==> src/rtl/decoder_scan_ctrl_if.sv <==
// Control and decoder-drive bundle for the scan controller.
// Master drives the scan request side; slave is the controller.
interface decoder_scan_ctrl_if #(
    parameter int DIV_W = 8
);
    logic             START;
    logic             STOP;
    logic             ONESHOT;
    logic [3:0]       MASK;
    logic [DIV_W-1:0] DIV;
    logic             EN;
    logic             A1;
    logic             A0;
    logic             BUSY;
    logic             TICK;
    logic             DONE;

    modport master (
        output START, STOP, ONESHOT, MASK, DIV,
        input  EN, A1, A0, BUSY, TICK, DONE
    );

    modport slave (
        input  START, STOP, ONESHOT, MASK, DIV,
        output EN, A1, A0, BUSY, TICK, DONE
    );
endinterface

==> src/rtl/decoder_scan_ctrl.sv <==
// Scan controller driving EN/A1/A0 of a 2-to-4 decoder.
// Walks the enabled channels, holding each for DIV+1 cycles.
module decoder_scan_ctrl #(
    parameter int DIV_W = 8
) (
    input  logic                CLK,
    input  logic                RST,
    decoder_scan_ctrl_if.slave  bus
);

    typedef enum logic {
        IDLE = 1'b0,
        SCAN = 1'b1
    } state_t;

    state_t           state_q, state_d;
    logic [DIV_W-1:0] cnt_q, cnt_d;
    logic [1:0]       idx_q, idx_d;
    logic             os_q, os_d;
    logic             en_q, en_d;
    logic             busy_q, busy_d;
    logic             tick_q, tick_d;
    logic             done_q, done_d;

    logic [1:0]       low_idx;
    logic [1:0]       nxt_idx;
    logic             nxt_wrap;
    logic [2:0]       sum;
    logic             go;
    logic             finish;

    // Lowest enabled channel, used when a scan begins
    always_comb begin
        low_idx = 2'd0;
        for (int i = 3; i >= 0; i--) begin
            if (bus.MASK[i]) begin
                low_idx = 2'(i);
            end
        end
    end

    // Circular search above the current index; nearest hit wins
    always_comb begin
        nxt_idx  = idx_q;
        nxt_wrap = 1'b0;
        sum      = 3'd0;
        for (int k = 4; k >= 1; k--) begin
            sum = {1'b0, idx_q} + 3'(k);
            if (bus.MASK[sum[1:0]]) begin
                nxt_idx  = sum[1:0];
                nxt_wrap = sum[2];
            end
        end
    end

    assign go     = bus.START & ~bus.STOP & (|bus.MASK);
    assign finish = (bus.MASK == 4'd0) | (nxt_wrap & os_q);

    // State register
    always_ff @(posedge CLK) begin
        if (RST) begin
            state_q <= IDLE;
        end else begin
            state_q <= state_d;
        end
    end

    // Next-state selection
    always_comb begin
        state_d = state_q;
        unique case (state_q)
            IDLE: begin
                if (go) begin
                    state_d = SCAN;
                end
            end
            SCAN: begin
                if (bus.STOP) begin
                    state_d = IDLE;
                end else if (cnt_q == '0 && finish) begin
                    state_d = IDLE;
                end
            end
            default: state_d = IDLE;
        endcase
    end

    // Next values of the registered outputs and datapath
    always_comb begin
        cnt_d  = cnt_q;
        idx_d  = idx_q;
        os_d   = os_q;
        en_d   = en_q;
        busy_d = busy_q;
        tick_d = 1'b0;
        done_d = 1'b0;
        unique case (state_q)
            IDLE: begin
                en_d   = 1'b0;
                busy_d = 1'b0;
                if (go) begin
                    idx_d  = low_idx;
                    cnt_d  = bus.DIV;
                    os_d   = bus.ONESHOT;
                    en_d   = 1'b1;
                    busy_d = 1'b1;
                    tick_d = 1'b1;
                end
            end
            SCAN: begin
                if (bus.STOP) begin
                    en_d   = 1'b0;
                    busy_d = 1'b0;
                end else if (cnt_q != '0) begin
                    cnt_d = cnt_q - DIV_W'(1);
                end else if (finish) begin
                    en_d   = 1'b0;
                    busy_d = 1'b0;
                    done_d = 1'b1;
                end else begin
                    idx_d  = nxt_idx;
                    cnt_d  = bus.DIV;
                    tick_d = 1'b1;
                end
            end
            default: begin
                en_d   = 1'b0;
                busy_d = 1'b0;
            end
        endcase
    end

    // Output and datapath registers
    always_ff @(posedge CLK) begin
        if (RST) begin
            cnt_q  <= '0;
            idx_q  <= 2'd0;
            os_q   <= 1'b0;
            en_q   <= 1'b0;
            busy_q <= 1'b0;
            tick_q <= 1'b0;
            done_q <= 1'b0;
        end else begin
            cnt_q  <= cnt_d;
            idx_q  <= idx_d;
            os_q   <= os_d;
            en_q   <= en_d;
            busy_q <= busy_d;
            tick_q <= tick_d;
            done_q <= done_d;
        end
    end

    assign bus.EN   = en_q;
    assign bus.A1   = idx_q[1];
    assign bus.A0   = idx_q[0];
    assign bus.BUSY = busy_q;
    assign bus.TICK = tick_q;
    assign bus.DONE = done_q;

endmodule

==> src/flat_wrapper.sv <==
// flat-port wrapper written by rule: the top's interface ports become plain ports
module decoder_scan_ctrl_flat 
#(
    parameter int DIV_W = 8
)
  (CLK, RST, bus_START, bus_STOP, bus_ONESHOT, bus_MASK, bus_DIV, bus_EN, bus_A1, bus_A0, bus_BUSY, bus_TICK, bus_DONE);
  decoder_scan_ctrl_if #(.DIV_W(DIV_W)) bus_i ();
  input  logic CLK;
  input  logic RST;
  input wire logic [$bits(bus_i.START)-1:0] bus_START;
  input wire logic [$bits(bus_i.STOP)-1:0] bus_STOP;
  input wire logic [$bits(bus_i.ONESHOT)-1:0] bus_ONESHOT;
  input wire logic [$bits(bus_i.MASK)-1:0] bus_MASK;
  input wire logic [$bits(bus_i.DIV)-1:0] bus_DIV;
  output wire logic [$bits(bus_i.EN)-1:0] bus_EN;
  output wire logic [$bits(bus_i.A1)-1:0] bus_A1;
  output wire logic [$bits(bus_i.A0)-1:0] bus_A0;
  output wire logic [$bits(bus_i.BUSY)-1:0] bus_BUSY;
  output wire logic [$bits(bus_i.TICK)-1:0] bus_TICK;
  output wire logic [$bits(bus_i.DONE)-1:0] bus_DONE;
  assign bus_i.START = bus_START;
  assign bus_i.STOP = bus_STOP;
  assign bus_i.ONESHOT = bus_ONESHOT;
  assign bus_i.MASK = bus_MASK;
  assign bus_i.DIV = bus_DIV;
  assign bus_EN = bus_i.EN;
  assign bus_A1 = bus_i.A1;
  assign bus_A0 = bus_i.A0;
  assign bus_BUSY = bus_i.BUSY;
  assign bus_TICK = bus_i.TICK;
  assign bus_DONE = bus_i.DONE;
  decoder_scan_ctrl #(.DIV_W(DIV_W)) u_core (.CLK(CLK), .RST(RST), .bus(bus_i));
endmodule
==> config.mk <==
export PLATFORM = sky130hd
export DESIGN_NAME = decoder_scan_ctrl_flat
export DESIGN_NICKNAME = d
export VERILOG_FILES = /design/src/rtl/decoder_scan_ctrl_if.sv /design/src/rtl/decoder_scan_ctrl.sv /design/src/flat_wrapper.sv
export SDC_FILE = /design/constraint.sdc
export NUM_CORES = 1
export LEC_CHECK = 0
export BUFFER_PORTS_ARGS = -buffer_cell sky130_fd_sc_hd__buf_2
export CAP_MARGIN = 20
export CORE_UTILIZATION = 40
export DETAILED_ROUTE_END_ITERATION = 10
export PLACE_DENSITY = 0.69
export REMOVE_ABC_BUFFERS = 1
export SYNTH_ARGS = -nofsm -noshare
export SYNTH_HDL_FRONTEND = slang
export SYNTH_SLANG_ARGS = --single-unit
==> constraint.sdc <==
create_clock -name CLK -period 4.3 [get_ports CLK]
set_input_delay 0.215 -clock CLK [delete_from_list [all_inputs] [get_ports CLK]]
set_output_delay 0.215 -clock CLK [all_outputs]
set_load 0.03 [all_outputs]
After elaboration in Yosys (flattened, before gate mapping)
Index checks and enable logic that the tools add are counted.
- output and inout bits: 6
- memories kept: 0
- register bits: 15
- ROM bits: 0
- latch bits: 0
- memory bits (writable): 0
- word-level logic and storage cells: 83
- input bits: 17
- shift-type cells: 0
- reduce and logical (&&, ||, !) cells: 10
- equal/unequal tests: 8
- divide/modulo/power cells: 0
- add/subtract/negate cells: 5
- bitwise gates (word level): 6
- $mul: 0
- mux-type cells: 43
- magnitude comparators: 4
- operators with widths (cell ; count):
    2-to-1 mux 8 bit ; 4
    2-to-1 mux 2 bit ; 12
    2-to-1 mux 1 bit ; 18
    case mux 8 bit (2 select lines) ; 1
    < comparator 2 x 3 -> 1 bit, second input constant ; 4
    != test 3 bit, second input constant ; 3
    binary-select mux 1 bit (select 2 bit) ; 4
    logical NOT 8 bit ; 1
    nonzero test 8 bit ; 1
    OR reduction 4 bit ; 2
    subtractor 8 x 1 -> 8 bit, second input constant ; 1
    adder 2 x 2 -> 3 bit, second input constant ; 2
    != test 2 bit, second input constant ; 3
    case mux 1 bit (2 select lines) ; 3
    != test 5 bit, second input constant ; 1
    AND reduction 5 bit ; 1
    logical NOT 4 bit ; 1
    case mux 2 bit (2 select lines) ; 1
    AND reduction 2 bit ; 2
    adder 2 x 1 -> 3 bit, second input constant ; 1
    adder 2 x 3 -> 3 bit, second input constant ; 1
    bitwise AND 1 bit ; 3
    AND reduction 3 bit ; 1
    != test 2 x 1 -> 1 bit, second input constant ; 1
    3 further kinds ; 4

Longest topological paths before layout
- word-level depth: 13
- depth in mapped cells: 10
- mapped depth without buffers: 8

Least setup slack after synthesis
No wires, ideal clock.
- path type: register -> register
- start point: reg u_core.idx_q[0]
- end point: reg u_core.idx_q[1]
- path slack: 1.193 ns
- data required time: 4.179 ns
- data arrival time: 2.986 ns
- library setup time: 0.121 ns
- period minus slack after synthesis: 3.107 ns
- cell stages (with the launch flop): 10
- buffers on the path: 1
- cell sequence: dfxtp_1 buf_2 inv_1 ha_1 mux4_2 or3_1 a31oi_2 o21ai_1 a21oi_1 mux2_2
- word-level cells in the longest chain between the ends: 11
- elaborated cells on any way between the ends: 29
- those cells by class: 4 x add/sub; 2 x eq/ne; 20 x mux; 2 x bitwise; 1 x reduce/logical
- ends and longest elaborated chain (what ; line ; text):
    start: declaration ; decoder_scan_ctrl.sv:18 ; logic [1:0] idx_q, idx_d;
    start signal: assignment ; decoder_scan_ctrl.sv:145 ; idx_q <= idx_d;
    adder 2 x 3 -> 3 bit ; decoder_scan_ctrl.sv:48 ; sum = {1'b0, idx_q} + 3'(k);
    binary-select mux 1 bit (select 2 bit) ; decoder_scan_ctrl.sv:49 ; if (bus.MASK[sum[1:0]]) begin
    2-to-1 mux 1 bit (not written as such) ; decoder_scan_ctrl.sv:49 ;
    2-to-1 mux 1 bit (4 in a row) ; decoder_scan_ctrl.sv:49 ;
    bitwise AND 1 bit ; decoder_scan_ctrl.sv:57 ; assign finish = (bus.MASK == 4'd0) | (nxt_wrap & os_q);
    OR 1 bit ; decoder_scan_ctrl.sv:57 ;
    != test 2 bit (no source line) ; - ;
    AND reduction 5 bit (no source line) ; - ;
Parallel ways exist; a longest one is shown, timed or not. The select of a mux whose other input is x is not followed.
A chain may end at the register's enable or synchronous reset.

Worst setup path in the final report
- start point: reg u_core.idx_q[0]
- end point: reg u_core.cnt_q[0]
- word-level cells in the longest chain between the ends: 11
- elaborated cells on any way between the ends: 20
- those cells by class: 4 x add/sub; 1 x eq/ne; 12 x mux; 2 x bitwise; 1 x reduce/logical
- ends and longest elaborated chain (what ; line ; text):
    adder 2 x 3 -> 3 bit ; decoder_scan_ctrl.sv:48 ;
    binary-select mux 1 bit (select 2 bit) ; decoder_scan_ctrl.sv:49 ;
    2-to-1 mux 1 bit (not written as such) ; decoder_scan_ctrl.sv:49 ;
    2-to-1 mux 1 bit (3 in a row) ; decoder_scan_ctrl.sv:49 ;
    2-to-1 mux 1 bit * ; decoder_scan_ctrl.sv:49 ;
    bitwise AND 1 bit * ; decoder_scan_ctrl.sv:57 ;
    OR 1 bit * ; decoder_scan_ctrl.sv:57 ;
    != test 3 bit (no source line) * ; - ;
    AND reduction 3 bit (no source line) * ; - ;
    end signal: assignment ; decoder_scan_ctrl.sv:144 ; cnt_q <= cnt_d;
    end: declaration ; decoder_scan_ctrl.sv:17 ; logic [DIV_W-1:0] cnt_q, cnt_d;
Mark *: on every way between the ends. The rest lies on a longest branch, timed or not. The select of a mux whose other input is x is not followed.

==> summary.md <==
| Metric | Value |
|---|---|
| Status | `finished, final reports clean` |
| DRC | `0` |
| Final nets | `189` |
| Avg Cell Area, Syn | `7.87 sq um` |
| Iter 0 DRT Violations | `30` |
| Core Region | `2760 sq um` |
| Post-synth top area share | `0.256` |
| Die W | `56.1 um` |
| Yosys reg bits | `15` |
| Largest net degree at the start of global routing | `19` |
| Die Area | `3150 sq um` |
| # diodes | `0` |
| Setup violators final | `0` |
| Leak | `0.537 nW` |
| Final min period | `3300 ps` |
| CTS Root Cell | `clkbuf_4` |
| Max-cap viol count | `0` |
| Worst Path Max Fanout | `14` |
| Post-synth EDFFs | `0` |
| Post-CTS Resized | `0` |
| Pwr dens | `279 nW/um^2` |
| Number of routed nets with antenna violations | `0` |
| Max-slew violations | `0` |
| FILL cells | `284` |
| CTS max path bufs | `2` |
| Final WS setup | `1000 ps` |
| DRT Wirelength | `2750 um` |
| Final period utilization | `0.767` |
| HPWL after DPL | `1980 um` |
| GRT Total Usage | `0.189` |
| Req. time, crit path | `4510 ps` |
| Hold WC Path Type | `input pin to flip-flop` |
| Vias in the first global route | `1093` |
| Synth top area cells | `dfxtp_1, a21oi_1, nor2_1` |
| Area Growth Syn to Fin | `11.8%` |
| Yosys top cell by area | `dfxtp_1` |
| Vias post-DR | `1167` |
| Setup repair bufs after CTS | `0` |
| Count leader, synth | `nor2_1` |
| Fin Hold WS | `162 ps` |
| Critical Path AT | `3500 ps` |
| Antenna violations before repair | `0` |
| GP Congestion | `0.861` |
| Setup tns final | `0 ps` |
| Top Ports | `23` |
| Initial DRT Pass Iterations | `4` |
| Finished Cell Area | `1310 sq um` |
| Die Y | `56.1 um` |
| Layout cells sized above 1 | `0.251` |
| Slew @ Worst Pin | `553 ps` |
| Post-Syn Instances | `149` |
| Top FF cell, synth | `dfxtp_1` |
| WL/cell | `13.9 um` |
| F_max | `303 MHz` |
| Starting Density | `0.425` |
| Clock sinks | `15` |
| Worst slack, placed | `986 ps` |
| CTS tree | `done` |
| First-pass GRT wire length | `4730 um` |
| Clk_skew | `3.81 ps` |
| Clock Latency Late Sink | `290 ps` |
| IO Port Bufs | `22` |
| Kind of critical path | `flip-flop to flip-flop` |
| Normalized max-slew margin | `0.631` |
| DP Area | `1270 sq um` |
| RSZ-0062 raised after global routing | `no` |
| CTS buffer count | `3` |
| Post-synthesis cell type count | `39` |
| Post-Syn Area | `1170 sq um` |
| # H-tree levels | `1` |
| CTS hold repair buffers | `0` |
| Clk slew on worst S/H paths | `90 ps` |
| FP Rows | `19` |
| Synth cell count leaders | `nor2_1, a21oi_1, dfxtp_1` |
| Crit. End Element | `flip-flop` |
| Register area share after synthesis | `0.256` |
| CP Launch Type | `flip-flop` |
| Synth Warn # | `0` |
| Ys async rst share | `0` |
| Via density per instance | `5.89` |
| Total grt overflow | `0` |
| Fin. Hold Viols | `0` |
| Peak supply drop | `0.000147 V` |
-- stage by stage --
step,util,power (W),std cells
final,0.475,0.000366,198
after global routing,0.475,0.000390,198
after CTS,0.470,0.000365,196
after detailed placement,0.461,0.000282,192
after global placement,0.461,0.000278,192
after floorplan,-,0.000248,139
-- final timing paths --
path | cells past startpoint | slack (ps) | to | from
worst min register to register | 1 | 480 | u_core.bus.EN$_SDFFE_PP0P_ | u_core.bus.EN$_SDFFE_PP0P_
worst max register to register | 9 | 1000 | u_core.cnt_q[0]$_SDFFE_PP0P_ | u_core.idx_q[0]$_SDFFE_PP0P_
worst min-delay path | 3 | 160 | u_core.os_q$_SDFFE_PP0P_ | bus_ONESHOT
worst max-delay path | 9 | 1000 | u_core.cnt_q[0]$_SDFFE_PP0P_ | u_core.idx_q[0]$_SDFFE_PP0P_
-- cells in the final DEF (no fill, tap or decap), types with 2 or more instances in the layout --
cell,instances
mux2i_1,5
o31ai_1,4
nor2b_1,3
o21ai_1,4
o21ai_0,5
clkbuf_4,3
or4_1,3
or3_1,3
nand2b_1,3
inv_1,7
or2_2,5
o41ai_1,2
nand2_1,6
mux2_2,5
o31ai_2,2
nor2_1,18
dfxtp_1,15
ha_1,4
nor4_1,4
buf_4,2
nand3_1,2
nor3_1,6
a21oi_1,17
buf_2,22
a211o_1,3
-- where the power goes --
part           internal [W]  switching [W]
combinational     0.0000538      0.0000701
clock             0.0000361      0.0000477
sequential         0.000147      0.0000114
-- cell type report --
type	instances	area, sq um	area share
clock buffers	4	26.3	0.0200
multi-input cells	117	795	0.606
flip-flops and latches	15	300	0.229
repair buffers	24	125	0.0954
well taps	31	38.8	0.0296
inverters	7	26.3	0.0200
-- state kept, by name, indices dropped and copies added, names as in the netlist --
name / count
u_core.bus.DONE: 1
u_core.bus.EN: 1
u_core.bus.TICK: 1
u_core.cnt_q: 8
u_core.idx_q: 2
u_core.os_q: 1
u_core.state_q: 1
-- per-layer routing --
layer | track usage | part of all wire
met1 | 0.237 | 0.46
met2 | 0.303 | 0.48
met3 | 0.0302 | 0.028
met4 | 0.118 | 0.030
met5 | 0 | 0
-- cell families (layout without fill, tap and decap cells) --
family,Yosys count,after routing,share of synthesized area
buf+inv,17,35,0.0662
simple gates,54,54,0.233
mux,12,12,0.132
compound gates,47,47,0.270
fa+ha+maj,4,4,0.0427
flops,15,15,0.256
-- worst max-delay path, cell delays in order, from the launching register on --
cell	delay, ps
dfxtp_1	600
inv_1	130
ha_1	410
mux4_2	570
or3_1	400
a31oi_2	230
o31ai_2	110
buf_4	200
or4_1	470
o31ai_1	80
Power figures use the tool's default switching activity.
